$ cat src/rtl/bcd_display_scan_if.sv
// Digit inputs from the stopwatch BCD counter and the scanned seven-segment pins.
// Pure signal bundle: no latency, no backpressure (the display scan free-runs).
interface bcd_display_scan_if;
   logic [2:0] ones;
   logic [3:0] tenths;
   logic [3:0] hundreths;
   logic [3:0] thousandths;
   logic       hold;
   logic [3:0] an;
   logic [6:0] seg;
   logic       dp;
   logic       frame_start;

   modport master (
      output ones, tenths, hundreths, thousandths, hold,
      input  an, seg, dp, frame_start
   );

   modport slave (
      input  ones, tenths, hundreths, thousandths, hold,
      output an, seg, dp, frame_start
   );
endinterface

$ cat src/rtl/bcd_display_scan.sv
// Time-multiplexes a frame-coherent snapshot of four BCD digits onto a 4-digit 7-seg display.
// Outputs are registered, 1 cycle after sel/snapshot; no backpressure, the scan free-runs.
module bcd_display_scan #(
   parameter int SCAN_DIV   = 50000,
   parameter bit ACTIVE_LOW = 1'b1
) (
   input  logic              clk,
   input  logic              rst_n,
   bcd_display_scan_if.slave bus
);
   localparam int               DIV_W    = (SCAN_DIV > 1) ? $clog2(SCAN_DIV) : 1;
   localparam logic [DIV_W-1:0] DIV_LAST = DIV_W'(SCAN_DIV - 1);
   localparam logic             POL      = ACTIVE_LOW;

   logic [DIV_W-1:0] div_cnt;
   logic [1:0]       sel;
   logic [3:0][3:0]  snap;
   logic             tick;
   logic             wrap;
   logic             wrap_q;
   logic [3:0]       an_hi;
   logic [6:0]       seg_hi;
   logic             dp_hi;

   assign tick = (div_cnt == DIV_LAST);
   assign wrap = tick && (sel == 2'd3);

   // Active-high segment pattern, bit 6 = g ... bit 0 = a; non-BCD codes show a dash.
   function automatic logic [6:0] decode(input logic [3:0] v);
      logic [6:0] s;
      case (v)
         4'd0:    s = 7'h3F;
         4'd1:    s = 7'h06;
         4'd2:    s = 7'h5B;
         4'd3:    s = 7'h4F;
         4'd4:    s = 7'h66;
         4'd5:    s = 7'h6D;
         4'd6:    s = 7'h7D;
         4'd7:    s = 7'h07;
         4'd8:    s = 7'h7F;
         4'd9:    s = 7'h6F;
         default: s = 7'h40;
      endcase
      return s;
   endfunction

   always_ff @(posedge clk or negedge rst_n) begin
      if (!rst_n) begin
         div_cnt <= '0;
         sel     <= 2'd0;
         snap    <= '0;
         wrap_q  <= 1'b0;
      end else begin
         div_cnt <= tick ? '0 : div_cnt + 1'b1;
         if (tick)
            sel <= sel + 2'd1;
         // All four digits latch together at the frame wrap so a ripple carry never tears.
         if (wrap && !bus.hold) begin
            snap[0] <= bus.thousandths;
            snap[1] <= bus.hundreths;
            snap[2] <= bus.tenths;
            snap[3] <= {1'b0, bus.ones};
         end
         wrap_q <= wrap;
      end
   end

   always_comb begin
      an_hi  = 4'b0001 << sel;
      seg_hi = decode(snap[sel]);
      dp_hi  = (sel == 2'd3);
   end

   // wrap_q marks the cycle after the wrap, so the pulse lines up with digit 0 of the new frame.
   always_ff @(posedge clk or negedge rst_n) begin
      if (!rst_n) begin
         bus.an          <= {4{POL}};
         bus.seg         <= {7{POL}};
         bus.dp          <= POL;
         bus.frame_start <= 1'b0;
      end else begin
         bus.an          <= an_hi ^ {4{POL}};
         bus.seg         <= seg_hi ^ {7{POL}};
         bus.dp          <= dp_hi ^ POL;
         bus.frame_start <= wrap_q;
      end
   end

   a_an_onehot: assert property (@(posedge clk) disable iff (!rst_n)
                                 $onehot0(bus.an ^ {4{POL}}));
endmodule

$ cat src/flat_wrapper.sv
// flat-port wrapper written by rule: the top's interface ports become plain ports
module bcd_display_scan_flat 
#(
   parameter int SCAN_DIV   = 50000,
   parameter bit ACTIVE_LOW = 1'b1
)
  (clk, rst_n, bus_ones, bus_tenths, bus_hundreths, bus_thousandths, bus_hold, bus_an, bus_seg, bus_dp, bus_frame_start);
  bcd_display_scan_if bus_i ();
  input  logic clk;
  input  logic rst_n;
  input wire logic [$bits(bus_i.ones)-1:0] bus_ones;
  input wire logic [$bits(bus_i.tenths)-1:0] bus_tenths;
  input wire logic [$bits(bus_i.hundreths)-1:0] bus_hundreths;
  input wire logic [$bits(bus_i.thousandths)-1:0] bus_thousandths;
  input wire logic [$bits(bus_i.hold)-1:0] bus_hold;
  output wire logic [$bits(bus_i.an)-1:0] bus_an;
  output wire logic [$bits(bus_i.seg)-1:0] bus_seg;
  output wire logic [$bits(bus_i.dp)-1:0] bus_dp;
  output wire logic [$bits(bus_i.frame_start)-1:0] bus_frame_start;
  assign bus_i.ones = bus_ones;
  assign bus_i.tenths = bus_tenths;
  assign bus_i.hundreths = bus_hundreths;
  assign bus_i.thousandths = bus_thousandths;
  assign bus_i.hold = bus_hold;
  assign bus_an = bus_i.an;
  assign bus_seg = bus_i.seg;
  assign bus_dp = bus_i.dp;
  assign bus_frame_start = bus_i.frame_start;
  bcd_display_scan #(.SCAN_DIV(SCAN_DIV), .ACTIVE_LOW(ACTIVE_LOW)) u_core (.clk(clk), .rst_n(rst_n), .bus(bus_i));
endmodule
$ cat config.mk
export PLATFORM = sky130hd
export DESIGN_NAME = bcd_display_scan_flat
export DESIGN_NICKNAME = d
export VERILOG_FILES = /design/src/rtl/bcd_display_scan_if.sv /design/src/rtl/bcd_display_scan.sv /design/src/flat_wrapper.sv
export SDC_FILE = /design/constraint.sdc
export NUM_CORES = 1
export LEC_CHECK = 0
export ABC_CLOCK_PERIOD_IN_PS = 3140
export BUFFER_PORTS_ARGS = -buffer_cell sky130_fd_sc_hd__buf_2
export CORE_MARGIN = 2
export CORE_UTILIZATION = 35
export CTS_BUF_LIST = sky130_fd_sc_hd__clkbuf_8
export DETAILED_ROUTE_END_ITERATION = 6
export PLACE_DENSITY = 0.51
export SLEW_MARGIN = 20
export SYNTH_ARGS = -nofsm -noshare
export SYNTH_HDL_FRONTEND = slang
export SYNTH_SLANG_ARGS = --single-unit
export TNS_END_PERCENT = 5
$ cat constraint.sdc
create_clock -name clk -period 3.14 [get_ports clk]
set_input_delay 0.314 -clock clk [delete_from_list [all_inputs] [get_ports clk]]
set_output_delay 0.314 -clock clk [all_outputs]
set_load 0.03 [all_outputs]
==> results by group <==
Cells and area
  – Fin nets: 230
  – Layout cells sized above 1: 36.14%
  – Combined area of the multi-input logic cells: 913.4 sq um
  – Filler cells: 574
  – Most common cell after layout, fill and taps aside: dfrtp_1
  – Final non-filler cell total: 277
  – P&R area growth vs syn: 17.26%
  – FF/Latch Area: 1165 sq um
  – Most frequent cells in the layout: dfrtp_1 (35), buf_2 (30), nor2_1 (12)
  – Design area: 2507 sq um
  – ANT cells: 0

GRT
  – Gr usage total: 13.64%
  – Vias in the first global route: 1357
  – Largest net degree at the start of global routing: 47
  – Initial antenna violation count: 0
  – First-pass GRT wire length: 6741 microns
  – Overflow after GRT: 0

Timing
  – Max Slew Vio Count: 0
  – Worst Tran Pin Value: 0.7203 ns
  – Final setup violating endpoints: 0
  – Final min period: 2.276 ns
  – Final period util: 72.47%
  – Final Hold Vio Count: 0
  – Max Clock Skew: 0.003979 ns
  – Final TNS setup: 0 ns
  – RSZ-0062 raised after global routing: no
  – Maximum clock rate: 439.4 MHz
  – Rel. slew slack: 51.98%

Job
  – MaxCap Viol Count: 0

CTS
  – CTS sink cnt: 46
  – Worst-Skew Late Latency: 0.30 ns
  – Clk buf depth: 2
  – H-tree depth: 2
  – Setup bufs post-CTS: 0
  – Root buf cell: clkbuf_8
  – TritonCTS clock tree: done
  – Total CTS buffers: 5
  – Clk slew on worst S/H paths: 0.08 ns

Critical path
  – CP endpoint kind: register
  – Critical Path AT: 2.46 ns
  – Top Family by Delay on Critical Path: simple AND/OR/NAND/NOR gates
  – CP required: 3.33 ns
  – Critical path class: register to register
  – CP max stage delay: 0.57 ns
  – Buf/Inv on CP: 1
  – CP Max Fanout: 15
  – CP max stage cell: or4b_4
  – CP Cell Sequence: or4b_4 -> nor4_4 -> nor3b_4 -> buf_4 -> mux2_2
  – Startpoint Class: register

Power and ir drop
  – Power Dens Cells: 418.8 nW/um^2
  – Overall Power: 0.001050 W
  – P_leak: 1.181 nW
  – Max VDD drop: 0.2551 mV

Routing
  – DR WL/cell: 14.18 microns
  – Antenna-violating nets left: 0
  – Drt drc: 0
  – Vias per Instance: 4.783
  – Via Count: 1325
  – Drt first pass iters: 4
  – Detailed-route wire length: 3928 microns
  – Iteration-0 DRC Markers: 59

Yosys
  – Syn_area_per_cell: 13.04 sq um
  – Sequential area share after synthesis: 54.48%
  – Ys Warns: 0
  – Synthesized area: 2138 sq um
  – Yosys cell types: 35
  – Post-Syn Nets: 193
  – Cells after Synth: 164
  – Synthesized flop and latch total: 46

Place
  – Placed cell area: 2367 sq um
  – GP Congestion: 0.7451
  – Placed cell count: 267
  – Post-DP HPWL: 2806 microns
  – # port buffers: 30

Floorplanning
  – Die height: 82.16 microns
  – Core Box Area: 5921 sq um
  – Width of the die: 82.16 microns
  – Die area: 6750 sq um
  – Initial Util: 36.12%
  – Row cnt: 28
  – I/O pin count: 31

Worst hold path
  – Hold WC Path Type: input pin to register

Run status
  – Status: complete, no violations
where the power goes:
group	total [W]	switching, W	internal [W]
Clock	0.000432	0.000198	0.000234
Combinational	0.0000259	0.0000149	0.0000110
Sequential	0.000593	0	0.000593
Total	0.00105	0.000212	0.000838
sequential cells by signal, indices dropped and copies added, names as in the netlist:
name                    cells
u_core.snap                15
u_core.sel                  2
u_core.bus.seg              7
u_core.bus.frame_start      1
u_core.div_cnt             16
u_core.bus.an               4
u_core.wrap_q               1
stage by stage:
| stage | hold WS (ns) | utilization (%) | setup slack (ns) |
|---|---|---|---|
| 4_1_cts | 0.2091 | 41.84 | 0.8490 |
| 5_1_grt | 0.2269 | 42.35 | 0.7639 |
| 3_5_place_dp | 0.3363 | 39.98 | 0.8690 |
| 2_1_floorplan | 0.01841 | - | 0.8671 |
| 3_3_place_gp | 0.3390 | 39.98 | 0.9024 |
| 6_report | 0.2399 | 42.35 | 0.8643 |
layer usage:
layer,vias to the layer above,track usage [%],share of wire (%)
li1,630,-,-
met1,661,17.62,48
met2,28,21.63,46
met4,0,5.000,1.3
met3,6,4.239,4.7
met5,-,0,0
cells by family after synthesis:
group	after synthesis	synth area share, %
AOI/OAI and AO/OA	11	2.750
xor gates and xnor gates	14	5.734
adders and majority gates	11	6.436
buffers and inverters	12	2.809
DFF	46	54.48
muxes	21	14.10
and+or+nand+nor	49	13.69
final cells by class:
| class | instances | area share, % |
|---|---|---|
| Tap cell | 75 | 3.743 |
| Clock inverter | 3 | 1.647 |
| Multi-Input combinational cell | 106 | 36.43 |
| Sequential cell | 46 | 46.46 |
| Clock buffer | 5 | 2.745 |
| Inverter | 8 | 1.198 |
| Timing Repair Buffer | 34 | 7.784 |
Yosys cell counts (all sizes together):
cell type / n / share of area, %
a21boi: 1 / 0.35
a21oi: 6 / 1.4
and2: 2 / 0.59
and3: 1 / 0.29
and3b: 1 / 0.41
and4: 1 / 0.41
buf: 2 / 1.1
clkbuf: 2 / 0.35
dfrtp: 35 / 41
dfstp: 11 / 14
ha: 11 / 6.4
inv: 8 / 1.4
mux2: 16 / 10
mux2i: 2 / 0.94
mux4: 3 / 3.2
nand2: 11 / 1.9
nand2b: 1 / 0.29
nand3: 4 / 0.94
nand4: 5 / 1.5
nor2: 12 / 2.1
nor2b: 2 / 0.59
nor3: 1 / 0.23
nor3b: 1 / 0.88
nor4: 3 / 1.6
o21ai: 3 / 0.70
o22ai: 1 / 0.29
or2: 1 / 0.29
or4b: 1 / 0.64
or4bb: 2 / 1.1
xnor2: 11 / 4.5
xor2: 3 / 1.2
path summary, 6_finish.rpt:
path,startpoint,endpoint,slack (ns),cells after the start
min reg2reg,u_core.wrap_q$_DFF_PN0_,u_core.bus.frame_start$_DFF_PN0_,0.35,0
min,bus_tenths[0],u_core.snap[8]$_DFFE_PN0P_,0.24,2
max,u_core.div_cnt[7]$_DFF_PN0_,u_core.snap[1]$_DFFE_PN0P_,0.86,5
max in group asynchronous,rst_n,u_core.bus.seg[3]$_DFF_PN1_,2.17,3
min in group asynchronous,rst_n,u_core.snap[14]$_DFFE_PN0P_,0.43,2
max reg2reg,u_core.div_cnt[7]$_DFF_PN0_,u_core.snap[1]$_DFFE_PN0P_,0.86,5
what timing repair did:
item,in CTS,in global routing
hold endpoints to repair,0,11
gates resized for setup,0,0
hold buffers,0,1
Note: power is estimated with default switching activity, not from simulation.
